$ cat src/rtl/bit_symbol_packer.sv
// ---------------------------------------------------------------------------
// bit_symbol_packer
//   Collects a byte stream into one 16-phase symbol frame for the selected
//   modulation and presents the frame as per-phase I/Q bit groups to the
//   constellation mapper.
//
// Ports
//   clk         in   system clock
//   rst         in   asynchronous reset, active low
//   mod_index   in   00 BPSK, 01 QPSK, 10 QAM16, 11 QAM64 (latched on byte 0)
//   in_data     in   stream byte, MSB transmitted first
//   in_valid    in   in_data valid
//   in_ready    out  packer can accept a byte (state only)
//   bit_data_i  out  per-phase I bit groups, MSB-first, unused upper bits 0
//   bit_data_q  out  per-phase Q bit groups, MSB-first, unused upper bits 0
//   frame_mod   out  modulation the presented frame was built with
//   out_valid   out  frame present
//   out_ready   in   consumer takes the frame
// ---------------------------------------------------------------------------
module bit_symbol_packer #(
  parameter int PHASES = 16,
  parameter int BYTE_W = 8
) (
  input  logic                     clk,
  input  logic                     rst,
  input  logic [1:0]               mod_index,
  input  logic [BYTE_W-1:0]        in_data,
  input  logic                     in_valid,
  output logic                     in_ready,
  output logic [0:PHASES-1][2:0]   bit_data_i,
  output logic [0:PHASES-1][2:0]   bit_data_q,
  output logic [1:0]               frame_mod,
  output logic                     out_valid,
  input  logic                     out_ready
);

  // Largest frame (QAM64): 16 phases x 6 bits = 96 bits = 12 bytes.
  localparam int ACC_W     = 96;
  localparam int MAX_BYTES = 12;

  typedef enum logic [0:0] {
    ST_FILL = 1'b0,
    ST_PEND = 1'b1
  } state_e;

  // Number of bytes that make up one frame for a modulation.
  function automatic logic [3:0] bytes_needed(input logic [1:0] mod);
    logic [3:0] n;
    case (mod)
      2'b00:   n = 4'd2;
      2'b01:   n = 4'd4;
      2'b10:   n = 4'd8;
      default: n = 4'd12;
    endcase
    return n;
  endfunction

  // Extract the I (is_q = 0) or Q (is_q = 1) group of phase k.
  // Stream bit n lives at acc[95-n], so shifting left by n brings it to
  // the top of the word and the group is read from the top bits.
  function automatic logic [2:0] extract_group(input logic [ACC_W-1:0] acc,
                                               input logic [1:0]       mod,
                                               input logic [3:0]       k,
                                               input logic             is_q);
    logic [6:0]       n;
    logic [ACC_W-1:0] sh;
    logic [2:0]       g;
    case (mod)
      2'b00:   n = {3'd0, k};                              // k
      2'b01:   n = {2'd0, k, is_q};                        // 2k + q
      2'b10:   n = {1'b0, k, is_q, 1'b0};                  // 4k + 2q
      default: n = (7'd6 * {3'd0, k}) + (is_q ? 7'd3 : 7'd0); // 6k + 3q
    endcase
    sh = acc << n;
    case (mod)
      2'b00:   g = is_q ? 3'd0 : {2'd0, sh[ACC_W-1]};
      2'b01:   g = {2'd0, sh[ACC_W-1]};
      2'b10:   g = {1'b0, sh[ACC_W-1 -: 2]};
      default: g = sh[ACC_W-1 -: 3];
    endcase
    return g;
  endfunction

  state_e                   state_q, state_d;
  logic [3:0]               cnt_q, cnt_d;
  logic [1:0]               lat_q, lat_d;
  logic [ACC_W-1:0]         acc_q, acc_d;
  logic [0:PHASES-1][2:0]   bdi_q, bdi_d;
  logic [0:PHASES-1][2:0]   bdq_q, bdq_d;
  logic [1:0]               fmod_q, fmod_d;
  logic                     ov_q, ov_d;

  logic                     xfer_s;
  logic                     slot_free_s;
  logic [1:0]               cur_mod_s;
  logic                     load_s;
  logic [ACC_W-1:0]         load_acc_s;
  logic [1:0]               load_mod_s;

  assign in_ready   = (state_q == ST_FILL);
  assign bit_data_i = bdi_q;
  assign bit_data_q = bdq_q;
  assign frame_mod  = fmod_q;
  assign out_valid  = ov_q;

  // Next-state, accumulator fill and output-slot load decision.
  always_comb begin
    state_d    = state_q;
    cnt_d      = cnt_q;
    lat_d      = lat_q;
    acc_d      = acc_q;
    bdi_d      = bdi_q;
    bdq_d      = bdq_q;
    fmod_d     = fmod_q;
    ov_d       = ov_q;
    load_s     = 1'b0;
    load_acc_s = acc_q;
    load_mod_s = lat_q;

    xfer_s      = in_valid && (state_q == ST_FILL);
    slot_free_s = !ov_q || out_ready;
    // The frame's modulation comes straight from the input on byte 0.
    cur_mod_s   = (cnt_q == 4'd0) ? mod_index : lat_q;

    case (state_q)
      ST_FILL: begin
        if (xfer_s) begin
          for (int b = 0; b < MAX_BYTES; b++) begin
            if (cnt_q == 4'(b)) begin
              acc_d[7'(ACC_W - 1 - 8 * b) -: 8] = in_data;
            end else begin
              acc_d[7'(ACC_W - 1 - 8 * b) -: 8] = acc_q[7'(ACC_W - 1 - 8 * b) -: 8];
            end
          end
          lat_d = cur_mod_s;
          if (cnt_q == (bytes_needed(cur_mod_s) - 4'd1)) begin
            cnt_d = 4'd0;
            if (slot_free_s) begin
              // Built from acc_d so the byte accepted on this edge is included.
              load_s     = 1'b1;
              load_acc_s = acc_d;
              load_mod_s = cur_mod_s;
            end else begin
              state_d = ST_PEND;
            end
          end else begin
            cnt_d = cnt_q + 4'd1;
          end
        end else begin
          cnt_d = cnt_q;
        end
      end
      ST_PEND: begin
        if (out_ready) begin
          load_s     = 1'b1;
          load_acc_s = acc_q;
          load_mod_s = lat_q;
          state_d    = ST_FILL;
        end else begin
          state_d = ST_PEND;
        end
      end
      default: begin
        state_d = ST_FILL;
      end
    endcase

    if (load_s) begin
      ov_d   = 1'b1;
      fmod_d = load_mod_s;
      for (int k = 0; k < PHASES; k++) begin
        bdi_d[4'(k)] = extract_group(load_acc_s, load_mod_s, 4'(k), 1'b0);
        bdq_d[4'(k)] = extract_group(load_acc_s, load_mod_s, 4'(k), 1'b1);
      end
    end else if (ov_q && out_ready) begin
      // Frame taken and nothing new: drop valid, keep the data.
      ov_d = 1'b0;
    end else begin
      ov_d = ov_q;
    end
  end

  // State, accumulator and output registers.
  always_ff @(posedge clk or negedge rst) begin
    if (!rst) begin
      state_q <= ST_FILL;
      cnt_q   <= 4'd0;
      lat_q   <= 2'd0;
      acc_q   <= {ACC_W{1'b0}};
      bdi_q   <= '0;
      bdq_q   <= '0;
      fmod_q  <= 2'd0;
      ov_q    <= 1'b0;
    end else begin
      state_q <= state_d;
      cnt_q   <= cnt_d;
      lat_q   <= lat_d;
      acc_q   <= acc_d;
      bdi_q   <= bdi_d;
      bdq_q   <= bdq_d;
      fmod_q  <= fmod_d;
      ov_q    <= ov_d;
    end
  end

endmodule
$ cat config.mk
export PLATFORM = sky130hd
export DESIGN_NAME = bit_symbol_packer
export DESIGN_NICKNAME = d
export VERILOG_FILES = /design/src/rtl/bit_symbol_packer.sv
export SDC_FILE = /design/constraint.sdc
export NUM_CORES = 1
export LEC_CHECK = 0
export ABC_CLOCK_PERIOD_IN_PS = 5000
export BUFFER_PORTS_ARGS = -buffer_cell sky130_fd_sc_hd__buf_4
export CORE_MARGIN = 4
export CORE_UTILIZATION = 52
export DETAILED_ROUTE_END_ITERATION = 16
export GPL_TIMING_DRIVEN = 1
export PLACE_DENSITY_LB_ADDON = 0.15
export SETUP_SLACK_MARGIN = 0.02
export SLEW_MARGIN = 20
export SYNTH_ARGS = -nofsm -noshare
export SYNTH_HDL_FRONTEND = slang
export SYNTH_SLANG_ARGS = --single-unit
$ cat constraint.sdc
create_clock -name clk -period 5 [get_ports clk]
set_input_delay 1 -clock clk [delete_from_list [all_inputs] [get_ports clk]]
set_output_delay 1 -clock clk [all_outputs]
set_load 0.01 [all_outputs]
# Yosys cells after proc, flatten, opt, wreduce, memory -nomap -nowiden
# Cells that the tools add are included.
totals:
  output_inout_bits: 100
  wordCells: 144
  inputBits: 14
  reg_bits: 122
op_classes:
  n_eq_ne: 13
  bitwise: 1
  add_sub_neg: 2
  n_reduce_logical: 10
  muxes: 80
  shift: 16
ops:
  columns: ["cell", "n"]
  rows:
  - ["96-bit by 7-bit left shift with 96-bit output", 16]
  - ["64-bit two-way mux", 3]
  - ["96-bit one-hot mux with 2 select lines", 1]
  - ["7-bit two-way mux", 16]
  - ["6-bit one-hot mux with 3 select lines", 5]
  - ["3-bit one-hot mux with 3 select lines", 9]
  - ["5-bit one-hot mux with 3 select lines", 5]
  - ["8-bit two-way mux", 8]
  - ["3-bit one-hot mux with 2 select lines", 8]
  - ["4-bit one-hot mux with 3 select lines", 4]
  - ["4-bit by 3-bit == test with 1-bit output, second input constant", 4]
  - ["4-bit == test, second input constant", 4]
  - ["4-bit two-way mux", 3]
  - ["1-bit two-way mux", 10]
  - ["2-bit two-way mux", 4]
  - ["2-bit one-hot mux with 3 select lines", 1]
  - ["4-bit by 1-bit adder with 4-bit output, second input constant", 1]
  - ["2-bit by 1-bit == test with 1-bit output, second input constant", 2]
  - ["2-bit == test, second input constant", 2]
  - ["4-bit == test", 1]
  - ["2-bit logical NOT", 2]
  - ["4-bit logical NOT", 1]
  - ["1-bit one-hot mux with 2 select lines", 2]
  - ["2-bit one-hot mux with 2 select lines", 1]
  - ["8 further kinds", 9]

# Depth between registers and ports, before layout
depth:
  word_depth: 16
  ltp_mapped: 20
  depth_no_buf: 16

# Worst setup path after synthesis
# Ideal clock, no wire load.
synth_path:
  path_kind: "register to register"
  start: "reg cnt_q[0]"
  end: "reg bdq_q (netlist bit bit_data_q[29])"
  setup_time_ns: 0.129
  stages_incl_launch_ff: 20
  path_buffers: 7
  path_slack_ns: -0.158
  t_arrival_ns: 5.029
  period_less_slack_ns: 5.158
  cell_sequence: "dfrtp_1 > inv_1 > ha_1 > nor3b_4 > mux2_2 > a21oi_4 > a211oi_2 > mux2i_2 > buf_6 > buf_6 > buf_2 > ha_1 > clkbuf_1 > buf_1 > clkbuf_1 > clkbuf_1 > mux4_2 > nor2_1 > o21ai_1 > o21bai_1"
synth_between:
  elab_chain_cells: 16
synth_lines:
  columns: ["element", "line_no", "rtl"]
  rows:
  - ["from (decl)", "85", "logic [3:0] cnt_q, cnt_d;"]
  - ["from (signal assigned)", "196", "cnt_q <= cnt_d;"]
  - ["4-bit logical NOT", null, null]
  - ["2-bit two-way mux", "123", "cur_mod_s = (cnt_q == 4'd0) ? mod_index : lat_q;"]
  - ["2-bit == test (tied with other cells)", "49", "case (mod)"]
  - ["4-bit one-hot mux with 3 select lines", "49", null]
  - ["4-bit two-way mux", "127", "if (xfer_s) begin"]
  - ["4-bit two-way mux", "125", "case (state_q)"]
  - ["4-bit by 1-bit subtractor with 4-bit output", "136", "if (cnt_q == (bytes_needed(cur_mod_s) - 4'd1)) begin"]
  - ["4-bit == test", "136", null]
  - ["2-bit two-way mux", "136", null]
  - ["2-bit two-way mux", "127", null]
  - ["2-bit one-hot mux with 2 select lines", "125", null]
  - ["2-bit == test (tied with other cells)", "68, 75", null]
  - ["6-bit one-hot mux with 3 select lines", "68", "case (mod)"]
  - ["7-bit two-way mux", "168", "if (load_s) begin"]
  - ["96-bit by 7-bit left shift with 96-bit output", "74", "sh = acc << n;"]
  - ["3-bit one-hot mux with 3 select lines", "75", "case (mod)"]
  - ["to (signal assigned)", "200", "bdq_q <= bdq_d;"]
  - ["to (decl)", "89", "logic [0:PHASES-1][2:0] bdq_q, bdq_d;"]
# Parallel ways exist; a longest one is shown, timed or not. The select of a mux whose other input is x is not followed.
# A chain may end at the register's enable or synchronous reset.

# Worst setup path in the final report
layout_path:
  start: "reg cnt_q[0]"
  end: "reg bdq_q (netlist bit bit_data_q[27])"
# The elaborated chain is that of the path after synthesis.

==> impl_metrics.json <==
{
  "hold_viol": 0,
  "cts.clk_slew.worst_paths_ns": 0.06,
  "clock_path_buffers": 2,
  "grt_pass1_vias": 4847,
  "drive_gt1_share_pct": 31.4,
  "grt_pass1_wl_um": 27500,
  "drc": 0,
  "reg2reg_slack_ns": 0.43,
  "ctsHoldBuffers": 0,
  "startpoint_type": "register",
  "synth_seq_cells": 67,
  "cpMostUsedCell": "ha_1",
  "synthTopCellsByArea": "dfrtp_1, mux4_2, mux2i_1",
  "dp_hpwl_um": 12400,
  "min_period_over_period_pct": 91.4,
  "cts-root-buf": "clkbuf_16",
  "ys_types": 68,
  "synth_most_common_cell": "mux2i_1",
  "yosysSeqAreaShare_pct": 26.5,
  "cp_slowest_stage_delay_ns": 0.46,
  "drv_slew": 0,
  "hold_class": "register to register",
  "gr-usage-met3_pct": 6.27,
  "tns_ns": 0,
  "use_met1_pct": 34.5,
  "cellPowerDensity_mw_per_mm2": 673,
  "setup_viol_count_final": 0,
  "ir_drop_mv": 0.322,
  "worst-path-buf-inv": 3,
  "worst-setup-path-type": "register to register",
  "vias": 4947,
  "grt_setup_unrepaired": "false",
  "clock_latency_ns": 0.36,
  "drt_iter0_markers": 445,
  "fin_skew_ns": 0.00935,
  "synth-edff-count": 0,
  "via_per_inst": 6.28,
  "start_util_pct": 53.0,
  "cts_tree": "built",
  "overflow": 0,
  "cts_resized": 0,
  "max-cap-violations": 0,
  "crit_chain": "inv_1 -> ha_1 -> nor3b_4 -> mux2_2 -> a21oi_4 -> a211oi_2 -> mux2i_4 -> inv_2 -> ha_1 -> clkinv_1 -> nand2_1 -> o22a_1 -> o311ai_0 -> a221o_1 -> a32oi_1",
  "wl_um": 17200,
  "netlist_instances": 586,
  "synth_area_leader_cell": "dfrtp_1",
  "top_usage_layer": "met2",
  "slowest_stage": "ha_1",
  "gr-usage-met2_pct": 37.3,
  "status": "finished clean",
  "wl_per_cell_um": 21.9,
  "worst_pin_slew_ns": 1.03,
  "core-area_mm2": 0.0120,
  "grt_usage_pct": 25.1,
  "syn_area_per_cell_um2": 10.8,
  "grt_max_degree": 68,
  "synth_flop_cell": "dfrtp_1",
  "dieArea_mm2": 0.0140,
  "clock_sinks": 67,
  "cp.required_ns": 5.27,
  "ys_top_cells_by_count": "mux2i_1, buf_4, dfrtp_1",
  "die_w_um": 118,
  "maxSlewHeadroom_pct": 29.5,
  "routabilityCongestion": 0.958,
  "fmax_ghz": 0.219,
  "cts_max_level": 3,
  "ant_nets": 0,
  "path_max_fanout": 8,
  "p_leak_uw": 0.00305,
  "cp_top_family": "compound AO/OA/AOI/OAI gates",
  "syn_to_final_growth_pct": 10.6,
  "antenna_found_initial": 0,
  "antennaDiodeCount": 0,
  "placedCellCount": 772,
  "async_reset_ff_share_pct": 100,
  "placed_area_mm2": 0.00668,
  "pin_count": 114,
  "die_h_um": 118,
  "port_buffers": 40,
  "postCtsSetupRepairBufs": 0,
  "cts_buffers": 9,
  "final_cell_count_no_fill": 788,
  "rows": 40,
  "synth_top_area_share_pct": 26.5,
  "yosys_warnings": 0,
  "cp-end-kind": "register",
  "period_needed_ns": 4.57,
  "dr.pass1.iters": 5,
  "final_util_pct": 58.6,
  "syn-cell-area_mm2": 0.00634,
  "cp_data_arrival_time_ns": 4.84,
  "final_nets": 661,
  "stdcell_area_mm2": 0.00701
}
## final timing paths
| check | startpoint | endpoint | cells past startpoint |
|---|---|---|---|
| setup / recovery | cnt_q[0] | bit_data_q[27] | 15 |
| hold / removal | bit_data_q[33] | bit_data_q[33] | 2 |
| setup reg to reg | cnt_q[0] | bit_data_q[27] | 15 |
| hold reg to reg | bit_data_q[33] | bit_data_q[33] | 2 |
| max in group asynchronous | rst | bit_data_i[25] | 1 |
| min in group asynchronous | rst | cnt_q[3] | 1 |
## where the power goes
part           leakage (µW)  internal [µW]  total [µW]  switching, µW
registers          0.000890            730         872            143
clock network      0.000155            450         719            269
logic               0.00201           1480        3130           1650
## metrics by stage
stage / hold slack, ns / total power (µW) / setup WS, ns
global route: 0.503 / 5020 / 0.0650
floorplan: 0.479 / 3130 / 0.0462
detailed placement: 0.465 / 3960 / 0.425
finish: 0.482 / 4720 / 0.430
CTS: 0.483 / 4690 / 0.398
global placement: 0.470 / 3900 / 0.542
## cell families after synthesis
family                     synth area share, %
buffers and inverters                     12.2
AOI/OAI and AO/OA                         10.8
and+or+nand+nor                           9.46
xor gates and xnor gates                 0.138
other                                   0.0592
adders and majority gates                 2.17
DFF                                       26.5
muxes                                     38.7
## cell type report
class	count	area, µm²
Fill cell	1008	4950
Multi-Input combinational cell	468	4170
Sequential cell	67	1680
Timing Repair Buffer	80	613
Clock buffer	10	239
Tap cell	147	184
Clock inverter	6	88.8
Inverter	10	37.5
## layout by cell type, fill, tap and decap left out, drive strengths merged, types with 2 or more instances in the layout
master	count
o41ai	2
and2	8
o211ai	5
a32o	3
nand2	61
mux4	53
nand3	9
inv	8
nor2b	5
dfrtp	67
o31ai	3
a31oi	3
nand2b	5
ha	11
conb	73
a211oi	7
a22oi	4
mux2i	75
mux2	43
bufinv	2
clkinv	4
clkbuf	10
nor3	5
buf	80
a2111oi	2
nand3b	2
nor2	19
a21oi	14
o22ai	3
and3	2
o21ai	23
a22o	3
nor3b	3
clkinvlp	2
a221o	2
a32oi	4
## metal layers
metal	part of all wire (%)	wire (µm)
met1	41	7040
met2	46	7850
met3	9.6	1660
met4	4.0	697
met5	0	0
## sequential cells by signal, indices dropped and copies added (netlist names)
name and cells:
bit_data_i 10, out_valid 1, lat_q 2, state_q 1, acc_q 34, frame_mod 2
cnt_q 4, bit_data_q 13
## tightest hold or removal path: stages, from the launching register on
cell,delay (ns)
dfrtp_1,0.34
nand2_1,0.04
o21ai_0,0.06
(Power assumes the default switching activity.)
